$ cat config.mk
export PLATFORM = sky130hd
export DESIGN_NAME = bitstreamer_multi
export DESIGN_NICKNAME = d
export VERILOG_FILES = /design/src/rtl/bitstreamer_multi.sv
export SDC_FILE = /design/constraint.sdc
export NUM_CORES = 2
export LEC_CHECK = 0
export CAP_MARGIN = 10
export CORE_ASPECT_RATIO = 1.2
export CORE_MARGIN = 2
export CORE_UTILIZATION = 45
export CTS_BUF_LIST = sky130_fd_sc_hd__clkbuf_8 sky130_fd_sc_hd__clkbuf_16
export DETAILED_ROUTE_END_ITERATION = 12
export HOLD_SLACK_MARGIN = 0.15
export PLACE_DENSITY_LB_ADDON = 0.1
export SLEW_MARGIN = 20
export SYNTH_ARGS = -nofsm -noshare
export SYNTH_HDL_FRONTEND = slang
export SYNTH_SLANG_ARGS = --single-unit
$ cat constraint.sdc
create_clock -name clk -period 9.6 [get_ports clk]
set_input_delay 2.88 -clock clk [delete_from_list [all_inputs] [get_ports clk]]
set_output_delay 2.88 -clock clk [all_outputs]
set_load 0.05 [all_outputs]
$ cat src/rtl/bitstreamer_multi.sv
// Multi-channel modulated bitstreamer: NCH phase-delayed streams share one run-time config,
// each with its own carrier, OOK/BPSK modulation and optional seamless looping.
module bitstreamer_multi #(
  parameter int unsigned NCH     = 4,
  parameter int unsigned DATALEN = 64,
  parameter int unsigned CNTLEN  = 8,
  parameter int unsigned DIVLEN  = 8,
  parameter int unsigned NBLEN   = 7
) (
  input  logic                   clk,
  input  logic                   rst,
  input  logic [NCH*DATALEN-1:0] datain,
  input  logic [NCH*CNTLEN-1:0]  phase_delay,
  input  logic [NBLEN-1:0]       nbits,
  input  logic [DIVLEN-1:0]      bit_div,
  input  logic [DIVLEN-1:0]      car_half,
  input  logic                   mode,
  input  logic                   loop,
  input  logic                   start,
  input  logic                   stop,
  output logic [NCH-1:0]         out,
  output logic [NCH-1:0]         bitout,
  output logic                   busy,
  output logic                   done
);

  typedef enum logic {StIdle, StRun} top_e;
  typedef enum logic [1:0] {ChWait, ChStream, ChFin} ch_e;

  localparam logic [NBLEN-1:0]  NbMax  = NBLEN'(DATALEN);
  localparam logic [NBLEN-1:0]  NbOne  = NBLEN'(1);
  localparam logic [DIVLEN-1:0] DivOne = DIVLEN'(1);
  localparam logic [CNTLEN-1:0] DlyOne = CNTLEN'(1);

  top_e              top_q, top_d;
  logic              busy_q, busy_d;
  logic              done_q, done_d;
  logic [NBLEN-1:0]  nbits_q, nbits_d;
  logic [DIVLEN-1:0] bdiv_q, bdiv_d;
  logic [DIVLEN-1:0] chalf_q, chalf_d;
  logic              mode_q, mode_d;
  logic              loop_q, loop_d;

  logic [DATALEN-1:0] data_q  [NCH];
  logic [DATALEN-1:0] data_d  [NCH];
  logic [DATALEN-1:0] shift_q [NCH];
  logic [DATALEN-1:0] shift_d [NCH];
  ch_e                ch_q    [NCH];
  ch_e                ch_d    [NCH];
  logic [CNTLEN-1:0]  dly_q   [NCH];
  logic [CNTLEN-1:0]  dly_d   [NCH];
  logic [NBLEN-1:0]   bcnt_q  [NCH];
  logic [NBLEN-1:0]   bcnt_d  [NCH];
  logic [DIVLEN-1:0]  div_q   [NCH];
  logic [DIVLEN-1:0]  div_d   [NCH];
  logic [DIVLEN-1:0]  ccnt_q  [NCH];
  logic [DIVLEN-1:0]  ccnt_d  [NCH];
  logic [NCH-1:0]     bit_q, bit_d;
  logic [NCH-1:0]     car_q, car_d;
  logic [NCH-1:0]     out_q, out_d;

  logic               start_go, all_fin, cur_mode;
  logic [NBLEN-1:0]   nb_eff, cur_nb;
  logic [DIVLEN-1:0]  bd_eff, ch_eff, cur_bd, cur_ch;
  logic [NCH-1:0]     ld;
  logic [DATALEN-1:0] cur_data [NCH];

  always_comb begin
    nb_eff   = (nbits > NbMax) ? NbMax : nbits;
    bd_eff   = (bit_div == '0) ? DivOne : bit_div;
    ch_eff   = (car_half == '0) ? DivOne : car_half;
    start_go = (top_q == StIdle) && start && !stop && (nbits != '0);
    // On the accepting edge the live inputs are used; afterwards only the latched copy.
    cur_nb   = start_go ? nb_eff : nbits_q;
    cur_bd   = start_go ? bd_eff : bdiv_q;
    cur_ch   = start_go ? ch_eff : chalf_q;
    cur_mode = start_go ? mode : mode_q;

    top_d   = top_q;
    busy_d  = busy_q;
    done_d  = 1'b0;
    nbits_d = nbits_q;
    bdiv_d  = bdiv_q;
    chalf_d = chalf_q;
    mode_d  = mode_q;
    loop_d  = loop_q;
    bit_d   = bit_q;
    car_d   = car_q;
    out_d   = '0;
    ld      = '0;
    all_fin = 1'b1;
    for (int c = 0; c < NCH; c++) begin
      cur_data[c] = start_go ? datain[c*DATALEN +: DATALEN] : data_q[c];
      data_d[c]   = data_q[c];
      shift_d[c]  = shift_q[c];
      ch_d[c]     = ch_q[c];
      dly_d[c]    = dly_q[c];
      bcnt_d[c]   = bcnt_q[c];
      div_d[c]    = div_q[c];
      ccnt_d[c]   = ccnt_q[c];
    end

    if (start_go) begin
      top_d   = StRun;
      busy_d  = 1'b1;
      nbits_d = nb_eff;
      bdiv_d  = bd_eff;
      chalf_d = ch_eff;
      mode_d  = mode;
      loop_d  = loop;
      for (int c = 0; c < NCH; c++) begin
        data_d[c] = cur_data[c];
        if (phase_delay[c*CNTLEN +: CNTLEN] == '0) begin
          ld[c] = 1'b1;
        end else begin
          ch_d[c]  = ChWait;
          dly_d[c] = phase_delay[c*CNTLEN +: CNTLEN] - DlyOne;
        end
      end
    end else if (top_q == StRun) begin
      if (stop) begin
        top_d  = StIdle;
        busy_d = 1'b0;
        bit_d  = '0;
        car_d  = '0;
        for (int c = 0; c < NCH; c++) ch_d[c] = ChFin;
      end else begin
        for (int c = 0; c < NCH; c++) begin
          unique case (ch_q[c])
            ChWait: begin
              if (dly_q[c] == '0) ld[c] = 1'b1;
              else dly_d[c] = dly_q[c] - DlyOne;
            end
            ChStream: begin
              if (ccnt_q[c] == '0) begin
                car_d[c]  = ~car_q[c];
                ccnt_d[c] = cur_ch - DivOne;
              end else begin
                ccnt_d[c] = ccnt_q[c] - DivOne;
              end
              if (div_q[c] != '0) begin
                div_d[c] = div_q[c] - DivOne;
              end else if (bcnt_q[c] != '0) begin
                bit_d[c]   = shift_q[c][0];
                shift_d[c] = shift_q[c] >> 1;
                bcnt_d[c]  = bcnt_q[c] - NbOne;
                div_d[c]   = cur_bd - DivOne;
              end else if (loop_q) begin
                // Seamless wrap: carrier phase keeps running across the restart.
                bit_d[c]   = data_q[c][0];
                shift_d[c] = data_q[c] >> 1;
                bcnt_d[c]  = cur_nb - NbOne;
                div_d[c]   = cur_bd - DivOne;
              end else begin
                ch_d[c]  = ChFin;
                bit_d[c] = 1'b0;
                car_d[c] = 1'b0;
              end
            end
            ChFin: ;
            default: ch_d[c] = ChFin;
          endcase
        end
      end
    end

    for (int c = 0; c < NCH; c++) begin
      if (ld[c]) begin
        ch_d[c]    = ChStream;
        bit_d[c]   = cur_data[c][0];
        shift_d[c] = cur_data[c] >> 1;
        bcnt_d[c]  = cur_nb - NbOne;
        div_d[c]   = cur_bd - DivOne;
        car_d[c]   = 1'b1;
        ccnt_d[c]  = cur_ch - DivOne;
      end
      if (ch_d[c] != ChFin) all_fin = 1'b0;
    end

    if ((top_q == StRun) && !stop && all_fin) begin
      top_d  = StIdle;
      busy_d = 1'b0;
      done_d = 1'b1;
    end

    for (int c = 0; c < NCH; c++) begin
      out_d[c] = cur_mode ? (bit_d[c] ^ car_d[c]) : (bit_d[c] & car_d[c]);
    end
  end

  always_ff @(posedge clk or negedge rst) begin
    if (!rst) begin
      top_q   <= StIdle;
      busy_q  <= 1'b0;
      done_q  <= 1'b0;
      nbits_q <= '0;
      bdiv_q  <= '0;
      chalf_q <= '0;
      mode_q  <= 1'b0;
      loop_q  <= 1'b0;
      bit_q   <= '0;
      car_q   <= '0;
      out_q   <= '0;
      for (int c = 0; c < NCH; c++) begin
        data_q[c]  <= '0;
        shift_q[c] <= '0;
        ch_q[c]    <= ChFin;
        dly_q[c]   <= '0;
        bcnt_q[c]  <= '0;
        div_q[c]   <= '0;
        ccnt_q[c]  <= '0;
      end
    end else begin
      top_q   <= top_d;
      busy_q  <= busy_d;
      done_q  <= done_d;
      nbits_q <= nbits_d;
      bdiv_q  <= bdiv_d;
      chalf_q <= chalf_d;
      mode_q  <= mode_d;
      loop_q  <= loop_d;
      bit_q   <= bit_d;
      car_q   <= car_d;
      out_q   <= out_d;
      for (int c = 0; c < NCH; c++) begin
        data_q[c]  <= data_d[c];
        shift_q[c] <= shift_d[c];
        ch_q[c]    <= ch_d[c];
        dly_q[c]   <= dly_d[c];
        bcnt_q[c]  <= bcnt_d[c];
        div_q[c]   <= div_d[c];
        ccnt_q[c]  <= ccnt_d[c];
      end
    end
  end

  assign out    = out_q;
  assign bitout = bit_q;
  assign busy   = busy_q;
  assign done   = done_q;

endmodule
==> results.tsv <==
stage	metric	value	unit
run_status	run status	complete, no violations	
critical_path	startpoint type of the worst setup path	input pin	
synth	main combinational cell family by area after synthesis	simple AND/OR/NAND/NOR gates	
cts	CTS H-tree lvls	3	
drt	First-pass DRT Iterations	5	
critical_path	path type of the worst setup path	in2reg	
min_path	Worst Min Path Start	shift_q[131]$_DFFE_PN0P_	
place	count of port buffers added during placement	326	
synth	adder-cell area share of the yosys netlist	0.0127	
synth	Synth Area in Compound Gates	0.163	
critical_path	depth of the worst register-to-register path	7	
timing	final-layout setup total negative slack	0	ns
drt	via count	30400	
pwr	total power draw	7.60	mW
min_path	end of the worst hold path	shift_q[131]$_DFFE_PN0P_	
min_path	cell depth of the worst hold path	2	
timing	Post-Route Skew	0.0246	ns
synth	mean area per synthesized cell	7.89	sq um
global_routing	GRT Util Overall	0.241	
critical_path	start point of the critical path	stop	
synth	Post-Synthesis Cells	4365	
cts	clock slew seen by the registers of the worst setup and hold paths	0.06	ns
cts	post-CTS setup buffer count	0	
critical_path	data arrival time of the critical path	7.43	ns
synth	number of enable-type register cells in the synthesized netlist	0	
cts	clock latency at the later pin of the worst-skew pair	0.62	ns
final_layout	layout overhead on the synthesized area	18.2	%
global_routing	first-pass GRT wire length	157000	um
flow_run	maximum capacitance violations	0	
synth	fraction of synthesized area in multiplexers	0.0134	
global_routing	leftover overflow at the end of global routing	0	
synth	proportion of netlist area held by the largest area contributor	0.491	
synth	count of state elements after synthesis	680	
synth	number of different library cells in the post-synthesis netlist	81	
cts	clk root buf	clkbuf_16	
floorplanning	effective utilization at floorplan	0.453	
drt	Avg WL per Cell	17.0	um
pwr	leakage power	18.8	nW
synth	largest cells by area after synthesis	dfrtp_1, nand2_1, o21ai_0, nand3_1, nor2_1	
final_layout	most frequent standard cell in the layout excluding fill and tap cells	nand2_1	
critical_path	type of element capturing the critical path	flop	
timing	shortest clock period the worst path allows after layout	6.99	ns
cts	Resized Gates After CTS	0	
timing	achievable frequency	143	MHz
timing	worst slew margin relative to its limit	0.306	
global_routing	largest net degree at the start of global routing	170	
final_layout	commonest non-fill, non-tap cells in the layout	nand2_1, o21ai_0, dfrtp_1, clkdlybuf4s50_1, nor2_1	
timing	RSZ-0062 raised after global routing	no	
drt	DRC violations left	0	
synth	top cell type by total area after synthesis	dfrtp_1	
drt	via-per-instance ratio	5.42	
synth	Seq/Total Area, Yosys	0.494	
synth	area of the mapped netlist	34400	sq um
critical_path	Reg-to-Reg End	shift_q[20]$_DFFE_PN0P_	
timing	final hold vios	0	
global_routing	number of antenna violations at the first check in global routing	5	
timing	transition time at the pin with the least slew margin	1.01	ns
critical_path	worst-path fanout max	169	
drt	total wire length	95300	um
floorplanning	floorplan die height	307	um
critical_path	required arrival time at the worst endpoint	10.03	ns
final_layout	ratio of cells with drive above 1 in the final layout	0.0441	
cts	hold_buf cts	0	
floorplanning	horizontal extent of the die	257	um
pwr	Peak supply drop	0.000132	V
synth	post-synth net total	4717	
drt	First DRT Iteration DRCs	2340	
synth	area fraction in and, or, nand and nor cells after synthesis	0.273	
min_path	Hold Path Class	reg2reg	
synth	Synth Flop Type	dfrtp_1	
cts	CTS Buf Count	76	
timing	pins over their slew limit	0	
place	post-detailed-placement half-perimeter wirelength	59400	um
floorplanning	core area	76100	sq um
timing	# setup viols final	0	
timing	period utilisation layout	0.728	
synth	Async S/R FF share, synth	1.00	
synth	xor-xnor portion of the synthesized cell area	0.00407	
global_routing	via count of the first global-routing pass	29800	
synth	Synthesis Warnings	0	
cts	CTS tree	done	
final_layout	Post-layout nets	4889	
critical_path	launch point of the worst reg-to-reg path	top_q$_DFF_PN0_	
place	global placer's final weighted congestion	0.872	
drt	number of routed nets with antenna violations	0	
floorplanning	I/O Pins	327	
floorplanning	die footprint	78800	sq um
floorplanning	count of standard-cell rows	111	
cts	largest buffer count on any clock path	3	
pwr	Pwr Density	187	nW/um^2
cts	number of clock sinks seen by CTS	680	
critical_path	worst-case register-to-register setup slack	5.42	ns
[worst max-delay path, stage by stage]
cell and delay (ns):
clkdlybuf4s50_1 0.50, buf_4 0.32, or3b_1 0.45, a31o_4 0.53, buf_12 0.64, o21ai_0 0.35, nand2_4 0.34, buf_4 0.78
o21ai_0 0.23
[power by group]
group	switching (mW)	total [mW]	internal, mW
combinational	0.828	1.34	0.512
clock	1.20	2.79	1.59
sequential	0.242	3.47	3.23
total	2.27	7.60	5.33
[metrics by stage]
step	std cells	hold WS [ns]	setup WS, ns	utilization	cell area (sq um)
floorplan	4365	0.450	3.57	-	34400
global placement	5474	0.461	2.20	0.504	38300
detailed placement	5475	0.469	2.16	0.504	38400
CTS	5601	0.482	2.82	0.535	40700
global route	5604	0.495	2.43	0.535	40700
finish	5605	0.475	2.61	0.535	40700
[Yosys cell counts, types with 15 or more instances]
cell / count
clkbuf_1: 185
dfrtp_1: 676
mux2i_1: 35
inv_1: 64
a32oi_1: 16
ha_1: 35
nand2_1: 1537
o21ai_0: 687
a21oi_1: 103
or3_1: 23
nor2_1: 260
nor3_1: 54
a31oi_1: 15
nand2b_1: 23
nor4_1: 31
buf_1: 16
buf_2: 72
nand3_1: 228
[final cells by class]
class,instances,area (sq um)
diodes,3,7.51
clock buffers,91,2120
clock inverters,35,209
fillers,7405,35400
inverters,65,244
multi-input cells,3345,16200
flip-flops and latches,680,17000
well taps,1017,1270
repair buffers,369,3670
[how the worst max path moves through the flow]
stage                               end  slack, ns  cells after the start
2_1_floorplan      dly_q[6]$_DFFE_PN0P_       3.57                     14
3_3_place_gp   shift_q[144]$_DFFE_PN0P_       2.20                     10
3_5_place_dp   shift_q[156]$_DFFE_PN0P_       2.16                     10
4_1_cts         shift_q[20]$_DFFE_PN0P_       2.82                      9
5_1_grt        shift_q[153]$_DFFE_PN0P_       2.43                     10
6_report        shift_q[20]$_DFFE_PN0P_       2.61                      9
[cell families (layout without fill, tap and decap cells)]
group                      Yosys count  after routing
xor gates and xnor gates            16             16
other                                0              3
muxes                               45             45
buffers and inverters              340            560
AOI/OAI and AO/OA                  990            990
adders and majority gates           35             35
and+or+nand+nor                   2259           2259
DFF                                680            680
[registers in the layout (all words and copies together), names as in the netlist, 4 cells and up]
register	cells
bitout	4
ccnt_q	32
car_q	4
nbits_q	7
out	4
div_q	32
dly_q	32
chalf_q	8
bdiv_q	8
ch_q	8
shift_q	252
bcnt_q	28
data_q	256
[per-layer routing]
metal	vias to the layer above	track usage	share of wire	routed length, um
met3	152	0.0368	0.047	4450
met2	690	0.402	0.47	45300
li1	15100	-	-	-
met5	-	0	0.00031	30
met4	4	0.0704	0.024	2260
met1	14400	0.326	0.45	43300
(Power assumes the default switching activity.)
